<file path="src/rtl/pipe_hazard_ctrl.sv">
// ---------------------------------------------------------------------------
// pipe_hazard_ctrl
//
// Pipeline control unit for an NUM_STAGES-deep in-order pipeline. Every
// pipeline register, including the PC, gets a 2-bit command each cycle:
//   PASS = 2'b00  load the value from the previous stage
//   HOLD = 2'b01  keep the current contents
//   BUBB = 2'b10  load a bubble (invalid slot)
//
// Per-stage stall requests are arbitrated against per-stage flush
// (redirect) pulses. The oldest stall wins among stalls, and the oldest
// flush wins among flushes. A flush whose stage is at or below the
// oldest stall cannot complete yet. It is captured as pending and is
// applied once the stall no longer covers it.
//
// Ports:
//   clk             clock
//   rst             synchronous active-high reset
//   stall_req       [NUM_STAGES]  stage s cannot advance (level)
//   flush_req       [NUM_STAGES]  stage f redirects the PC (pulse)
//   ctrl            [2*(NUM_STAGES+1)] command for register r at [2r+1:2r]
//                   r=0 is the PC. r=k sits between stage k-1 and stage k.
//   redirect_valid  PC loads the redirect target this cycle
//   redirect_stage  [SW] stage whose target is taken
//   flush_pending   a captured flush is waiting for the stall to clear
//   stall_cycles    [CNT_W] cycles with a stall command, saturating
//   flush_count     [CNT_W] redirects applied, saturating
//   timeout         sticky stall-watchdog flag
// ---------------------------------------------------------------------------
module pipe_hazard_ctrl #(
    parameter int NUM_STAGES = 4,
    parameter int CNT_W      = 32,
    parameter int TIMEOUT    = 1024,
    parameter int SW         = $clog2(NUM_STAGES)
) (
    input  logic                          clk,
    input  logic                          rst,
    input  logic [NUM_STAGES-1:0]         stall_req,
    input  logic [NUM_STAGES-1:0]         flush_req,
    output logic [2*(NUM_STAGES+1)-1:0]   ctrl,
    output logic                          redirect_valid,
    output logic [SW-1:0]                 redirect_stage,
    output logic                          flush_pending,
    output logic [CNT_W-1:0]              stall_cycles,
    output logic [CNT_W-1:0]              flush_count,
    output logic                          timeout
);

    localparam logic [1:0]  CMD_PASS  = 2'b00;
    localparam logic [1:0]  CMD_HOLD  = 2'b01;
    localparam logic [1:0]  CMD_BUBB  = 2'b10;
    localparam int          NUM_REGS  = NUM_STAGES + 1;
    localparam logic [16:0] TIMEOUT_W = 17'(TIMEOUT);

    // ------------------------------------------------------------------
    // Registered state
    // ------------------------------------------------------------------
    logic              flush_pending_reg;
    logic [SW-1:0]     pend_stage_reg;
    logic [CNT_W-1:0]  stall_cycles_reg;
    logic [CNT_W-1:0]  flush_count_reg;
    logic [15:0]       wd_cnt_reg;
    logic              timeout_reg;

    // ------------------------------------------------------------------
    // Request decode
    // ------------------------------------------------------------------
    logic              stall_any;
    logic [SW-1:0]     stall_idx;
    logic              req_flush_any;
    logic [SW-1:0]     req_flush_idx;

    assign stall_any     = |stall_req;
    assign req_flush_any = |flush_req;

    // Highest set bit wins. Scanning upward lets later (older) hits overwrite.
    always_comb begin
        stall_idx = '0;
        for (int i = 0; i < NUM_STAGES; i++) begin
            if (stall_req[i]) begin
                stall_idx = SW'(i);
            end
        end
    end

    always_comb begin
        req_flush_idx = '0;
        for (int i = 0; i < NUM_STAGES; i++) begin
            if (flush_req[i]) begin
                req_flush_idx = SW'(i);
            end
        end
    end

    // ------------------------------------------------------------------
    // Effective flush stage: the older of the captured and the new request.
    // A younger new request is absorbed. Its instructions are
    // already going to be killed by the pending, older redirect.
    // ------------------------------------------------------------------
    logic              flush_any;
    logic [SW-1:0]     flush_idx;

    assign flush_any = flush_pending_reg | req_flush_any;

    always_comb begin
        flush_idx = '0;
        if (flush_pending_reg && req_flush_any) begin
            flush_idx = (req_flush_idx > pend_stage_reg) ? req_flush_idx : pend_stage_reg;
        end else if (flush_pending_reg) begin
            flush_idx = pend_stage_reg;
        end else if (req_flush_any) begin
            flush_idx = req_flush_idx;
        end
    end

    // ------------------------------------------------------------------
    // Arbitration
    //   flush_apply : flush completes this cycle (no stall, or stall younger)
    //   flush_defer : flush is covered by an equal/older stall -> capture
    //   stall_apply : stall command is driven this cycle
    // ------------------------------------------------------------------
    logic flush_apply;
    logic flush_defer;
    logic stall_apply;

    assign flush_apply = flush_any && (!stall_any || (stall_idx < flush_idx));
    assign flush_defer = flush_any && !flush_apply;
    assign stall_apply = stall_any && !flush_apply;

    // Indices widened by one bit so that register index NUM_STAGES and
    // stall_idx+1 are representable.
    logic [SW:0] stall_pos;
    logic [SW:0] stall_bubble_pos;
    logic [SW:0] flush_pos;

    assign stall_pos        = {1'b0, stall_idx};
    assign stall_bubble_pos = stall_pos + (SW+1)'(1);
    assign flush_pos        = {1'b0, flush_idx};

    // ------------------------------------------------------------------
    // Per-register command generation
    // ------------------------------------------------------------------
    for (genvar gi = 0; gi < NUM_REGS; gi++) begin : g_reg_cmd
        localparam logic [SW:0] REG_IDX = (SW+1)'(gi);
        logic [1:0] cmd;

        always_comb begin
            cmd = CMD_PASS;
            if (rst) begin
                cmd = CMD_BUBB;
            end else if (flush_apply) begin
                // The PC loads the redirect target. Everything from the
                // first pipeline register up to the flushing stage is killed.
                if (gi != 0 && REG_IDX <= flush_pos) begin
                    cmd = CMD_BUBB;
                end
            end else if (stall_apply) begin
                // Stalled stage and everything younger freeze. The register
                // just past it receives a bubble so the older part drains.
                if (REG_IDX <= stall_pos) begin
                    cmd = CMD_HOLD;
                end else if (REG_IDX == stall_bubble_pos) begin
                    cmd = CMD_BUBB;
                end
            end
        end

        assign ctrl[2*gi +: 2] = cmd;
    end

    assign redirect_valid = !rst && flush_apply;
    assign redirect_stage = (!rst && flush_apply) ? flush_idx : '0;

    // ------------------------------------------------------------------
    // State update
    // ------------------------------------------------------------------
    logic [16:0] wd_inc;
    assign wd_inc = {1'b0, wd_cnt_reg} + 17'd1;

    always_ff @(posedge clk) begin
        if (rst) begin
            flush_pending_reg <= 1'b0;
            pend_stage_reg    <= '0;
            stall_cycles_reg  <= '0;
            flush_count_reg   <= '0;
            wd_cnt_reg        <= '0;
            timeout_reg       <= 1'b0;
        end else begin
            // Pending flush capture / release
            flush_pending_reg <= flush_defer;
            if (flush_defer) begin
                pend_stage_reg <= flush_idx;
            end else if (flush_apply) begin
                pend_stage_reg <= '0;
            end

            // Saturating statistics
            if (flush_apply && (flush_count_reg != {CNT_W{1'b1}})) begin
                flush_count_reg <= flush_count_reg + CNT_W'(1);
            end
            if (stall_apply && (stall_cycles_reg != {CNT_W{1'b1}})) begin
                stall_cycles_reg <= stall_cycles_reg + CNT_W'(1);
            end

            // Watchdog: consecutive stall cycles. The flag is raised on
            // the same edge at which the run length reaches TIMEOUT.
            if (stall_apply) begin
                if (wd_cnt_reg != 16'hFFFF) begin
                    wd_cnt_reg <= wd_inc[15:0];
                end
                if (wd_inc >= TIMEOUT_W) begin
                    timeout_reg <= 1'b1;
                end
            end else begin
                wd_cnt_reg <= '0;
            end
        end
    end

    assign flush_pending = flush_pending_reg;
    assign stall_cycles  = stall_cycles_reg;
    assign flush_count   = flush_count_reg;
    assign timeout       = timeout_reg;

endmodule

</file>
<file path="config.mk">
export PLATFORM = sky130hd
export DESIGN_NAME = pipe_hazard_ctrl
export DESIGN_NICKNAME = d
export VERILOG_FILES = /design/src/rtl/pipe_hazard_ctrl.sv
export SDC_FILE = /design/constraint.sdc
export NUM_CORES = 1
export LEC_CHECK = 0
export CAP_MARGIN = 15
export CORE_MARGIN = 2
export CORE_UTILIZATION = 30
export DETAILED_ROUTE_END_ITERATION = 10
export PLACE_DENSITY_LB_ADDON = 0.25
export SETUP_SLACK_MARGIN = 0.1
export SYNTH_ARGS = -nofsm -noshare
export SYNTH_HDL_FRONTEND = slang
export SYNTH_SLANG_ARGS = --single-unit
</file>
<file path="constraint.sdc">
create_clock -name clk -period 3.9 [get_ports clk]
set_input_delay 0.78 -clock clk [delete_from_list [all_inputs] [get_ports clk]]
set_output_delay 0.78 -clock clk [all_outputs]
set_load 0.05 [all_outputs]
</file>
Yosys cells after proc, flatten, opt, wreduce, memory -nomap -nowiden

Index checks and enable logic that the tools add are counted.

Output and inout bits: 79
Register bits: 84

Bitwise operators: 2
Add/subtract/negate cells: 4
Equal/unequal tests: 7
Mux-type cells: 42
Reductions and logical operators: 17
Magnitude comparators: 12

Operators with widths:

| kind                                                                            | number |
|---|---|
| 2-bit 2-to-1 mux                                                                | 40 |
| 32-bit by 1-bit adder with 32-bit output, second input constant                 | 2 |
| 32-bit != test, second input constant                                           | 2 |
| 16-bit by 1-bit adder with 17-bit output, second input constant                 | 1 |
| 17-bit by 11-bit >= comparator with 1-bit output, second input constant         | 1 |
| 16-bit != test, second input constant                                           | 1 |
| 2-bit less-or-equal comparator, first input constant                            | 4 |
| 4-bit OR reduction                                                              | 2 |
| 1-bit logical AND                                                               | 7 |
| 2-bit by 3-bit == test with 1-bit output, first input constant                  | 2 |
| 1-bit by 2-bit less-or-equal comparator with 1-bit output, first input constant | 3 |
| 3-bit by 2-bit less-or-equal comparator with 1-bit output, first input constant | 2 |
| 2-bit by 1-bit adder with 3-bit output, second input constant                   | 1 |
| 1-bit by 3-bit == test with 1-bit output, first input constant                  | 1 |
| 3-bit == test, first input constant                                             | 1 |
| 1-bit zero test                                                                 | 3 |
| 3-bit zero test                                                                 | 1 |
| 2-bit > comparator                                                              | 1 |
| 2-bit less-than comparator                                                      | 1 |
| 1-bit 2-to-1 mux                                                                | 2 |
| 2-bit AND reduction                                                             | 1 |
| 2-bit nonzero test                                                              | 1 |
| 2-bit OR reduction                                                              | 1 |
| 1-bit logical OR                                                                | 1 |
| 2 further kinds                                                                 | 2 |

Longest topological paths before layout

Depth after elaboration: 14
Depth in mapped cells: 15
Depth with buffers taken out: 12

Worst setup path before layout

OpenSTA, ideal clock, no wires.

Path type: input -> output
Start point: input port flush_req[3]
End point: output port ctrl[4]
Data arrival time: 3.921 ns
Required time: 3.120 ns
Path slack: -0.801 ns
Stages: 13
Path through: or2_2 > inv_1 > ha_1 > a211oi_1 > a31oi_1 > ha_1 > nor2_1 > o21ai_0 > o21ai_0 > a21oi_1 > buf_2 > buf_2 > nor3b_1

Word-level cells in the longest chain between the ends: 12
Elaborated cells between the ends (all ways): 17
Classes of those cells: 2 x order compare; 8 x mux; 1 x bitwise; 6 x reduce/logical

Ends and longest elaborated chain:

| what                                                   | RTL line | RTL |
|---|---|---|
| from (decl)                                            | 39       | `input logic [NUM_STAGES-1:0] flush_req,` |
| 2-bit 2-to-1 mux or 4-bit OR reduction (tied branches) | 89, 74   |  |
| 2-bit > comparator or 2-bit 2-to-1 mux (tied branches) | 108, 111 |  |
| 2-bit 2-to-1 mux (on tied branches)                    | 108, 109 |  |
| 2-bit 2-to-1 mux                                       | 107      | `if (flush_pending_reg && req_flush_any) begin` |
| 2-bit less-than comparator                             | 126      | `assign flush_apply = flush_any && (!stall_any \|\| (stall_idx < flush_idx));` |
| 1-bit logical OR                                       | 126      |  |
| 1-bit logical AND (*)                                  | 126      |  |
| 1-bit zero test                                        | 128      | `assign stall_apply = stall_any && !flush_apply;` |
| 1-bit logical AND                                      | 128      |  |
| 2-bit 2-to-1 mux                                       | 157      | `end else if (stall_apply) begin` |
| 2-bit 2-to-1 mux (*)                                   | 151      | `end else if (flush_apply) begin` |
| 2-bit 2-to-1 mux (*)                                   | 149      | `if (rst) begin` |
| to (decl)                                              | 40       | `output logic [2*(NUM_STAGES+1)-1:0] ctrl,` |

Mark *: on every way between the ends. The rest lies on a longest branch, timed or not.

Worst setup path after layout

Start point: input port flush_req[3]
End point: output port ctrl[7]

Word-level cells in the longest chain between the ends: 12
Elaborated cells between the ends (all ways): 19
Classes of those cells: 3 x order compare; 9 x mux; 1 x bitwise; 6 x reduce/logical

Ends and longest elaborated chain:

| what                                                   | RTL line |
|---|---|
| 2-bit 2-to-1 mux or 4-bit OR reduction (tied branches) | 89, 74 |
| 2-bit > comparator or 2-bit 2-to-1 mux (tied branches) | 108, 111 |
| 2-bit 2-to-1 mux (on tied branches)                    | 108, 109 |
| 2-bit 2-to-1 mux                                       | 107 |
| 2-bit less-than comparator                             | 126 |
| 1-bit logical OR                                       | 126 |
| 1-bit logical AND                                      | 126 |
| 1-bit zero test                                        | 128 |
| 1-bit logical AND                                      | 128 |
| 2-bit 2-to-1 mux                                       | 157 |
| 2-bit 2-to-1 mux (*)                                   | 151 |
| 2-bit 2-to-1 mux (*)                                   | 149 |

Marked as above.

==> run metrics <==
status=completed; top-count cell post-synth=dfxtp_1; die area=16600 sq um; type of the worst setup path=input port to primary output; CP Data Required Time=3.12 ns; layout cells sized above 1=15.5%; hold_buf cts=0; LEAKAGE=2.07 nW; Unique masters post-synth=57; gr ovfl total=0; Synth top area share=35.9%; crit path to=ctrl[7]; antenna cells=0; CTS tree=done; total track usage=15.5%; Worst-Margin Slew=0.825 ns; Post-Synthesis Net Count=598; WP buf/inv=4; clk_skew=0.00782 ns; top post-synthesis cells by area=dfxtp_1 (36%), a21oi_1 (7.1%), or4_1 (5.5%), o31ai_1 (5.0%), nand4_1 (4.1%); H-tree Lvls=3; final wirelength=12500 microns; Top cell by count, worst path=ha_4; Final HPWL DP=8560 microns; RSZ-0062 raised after global routing=false; reg2reg start=flush_pending; drt wl/cell=14.5 microns; FF-to-FF setup slack=0.91 ns; initial antenna violation count=0; startpoint type of the worst setup path=input port; vias in the first global route=4392; NumNets Final=691; Die H=129 microns; crit path from=flush_req[3]; synthesized flop and latch total=84; Root Buffer=clkbuf_16; port bufs=87; Worst-path clk slew=0.06 ns; Syn Std Cell Area=4680 sq um; final worst-path cycle share=94.4%; TritonRoute pass-1 iters=5; Cells after Synth=580; Layout Area Growth over Synthesis=37.0%; Seq/Total Area, Yosys=35.9%; Max Freq=0.272 GHz; power density over cell area=357 nW/um^2; CP Data Arrival Time=2.90 ns; Final Hold Viols=0; Setup crit end kind=primary output; worst r2r path cells=11; placed instance count=844; drt via density=5.47; io pins=89; CORE AREA=15200 sq um; Reg-to-Reg End=flush_count[6]; Max Fanout on Critical Path=8; CP top delay family=compound AO/OA/AOI/OAI gates; first-pass GRT wire length=21000 microns; largest net degree at the start of global routing=62; minimum clock period=3.68 ns; DRC viols=0; GRT met1 Usage=19.2%; Final Slew Violations=0; Max Root-Sink Buffers=2; Async SR Flop Fraction=0%; CTS Sinks=84; met3 usage=3.74%; worst skew pair latency=0.35 ns; post-route antenna net violation count=0; Min-Delay Path Class=flip-flop to flip-flop; MaxCap Viol Count=0; Primary FF master, synth=dfxtp_1; Starting Density=30.8%; leading area contributor after synthesis=dfxtp_1; slowest cell on the critical path=a311o_2; number of flops mapped to enable cells by yosys=0; Worst path max stage delay=0.37 ns; row count=45; worst-path cell chain=buf_2 > or2_4 > inv_2 > ha_4 > a211oi_2 > a31oi_4 > ha_4 > nor3_1 > buf_4 > a21oi_4 > nor3_2 > a311o_2 > buf_8; Most Crowded Layer GR=met2; Setup Viol. Count Final=0; Worst VDD drop=0.000232 V; Final Util=42.2%; Max-slew headroom=44.5%; synthesized area per cell=8.07 sq um; Via Count=4729; RD Place Congestion=0.778; CP Depth=13; filler-free cell count of the finished design=865; synthesis warning total=0; DRT iter0 DRCs=209; grt met2 use=26.2%; Die X=129 microns; Post-synth top cells=dfxtp_1 (84), a21oi_1 (66), nor2_1 (39), nand2_1 (34), or4_1 (34); TritonCTS buffer count=9
## area by class of cell
cell class | instances | area, sq um
sequential | 84 | 1680
fill | 1517 | 8780
multi-input combinational | 441 | 2920
clock buffer | 12 | 256
inverter | 17 | 63.8
clock inverter | 3 | 46.3
tap | 188 | 235
timing repair buffer | 120 | 1220
## per-stage QoR
stage	setup slack, ns	setup TNS, ns	cell area, sq um	power [mW]	hold slack, ns
after floorplan	0.128	0	4780	1.23	0.479
after global placement	-0.230	-1.00	5990	1.39	0.465
after detailed placement	-0.262	-1.43	5990	1.41	0.471
after CTS	0.102	0	6350	2.31	0.485
after global routing	0.0966	0	6420	2.40	0.499
final	0.217	0	6420	2.29	0.479
## cell usage in the layout (no fill, tap or decap), types with 20 or more instances in the layout
cell type,netlist,layout
a21oi_1,66,64
buf_4,3,29
clkdlybuf4s50_1,0,71
dfxtp_1,84,84
nand2_1,34,34
nand3_1,27,27
nand4_1,31,31
nor2_1,39,35
o21ai_0,24,22
o31ai_1,31,31
or3_1,20,20
or4_1,34,34
## report_power, final
group / switching (mW) / total [mW] / leakage, nW / internal (mW)
combinational: 0.315 / 0.518 / 1.24 / 0.202
sequential: 0.0245 / 0.899 / 0.678 / 0.875
clock: 0.346 / 0.875 / 0.145 / 0.529
## worst min-delay path by stage
| stage | from | end | slack, ns | cells after the start |
|---|---|---|---|---|
| finish | timeout | timeout | 0.48 | 1 |
| floorplan | wd_cnt_reg[6] | wd_cnt_reg[6] | 0.48 | 2 |
| CTS | timeout | timeout | 0.49 | 1 |
| detailed placement | timeout | timeout | 0.47 | 1 |
| global placement | timeout | timeout | 0.46 | 1 |
| global route | timeout | timeout | 0.50 | 1 |
## cells by family after synthesis
kind of cell | count (synthesis) | share of synthesized area [%]
buffers and inverters | 55 | 5.18
muxes | 14 | 3.29
and+or+nand+nor | 258 | 31.7
other | 1 | 0.0801
xor gates and xnor gates | 13 | 2.43
adders and majority gates | 8 | 2.14
DFF | 84 | 35.9
AOI/OAI and AO/OA | 147 | 19.3
## what timing repair did
| item | in CTS | in global routing |
|---|---|---|
| setup buffers | 2 | 3 |
| endpoints found under the hold margin | 0 | 0 |
| pin swaps | 8 | 10 |
| endpoints found under the setup margin | 11 | 10 |
| resized for setup | 14 | 15 |
## per-layer routing
layer  share of wire (%)  vias up
li1                    -     2392
met1                  45     2230
met2                  49       93
met3                 4.0       14
met4                 1.5        0
met5                   0        -
Power figures use the tool's default switching activity.
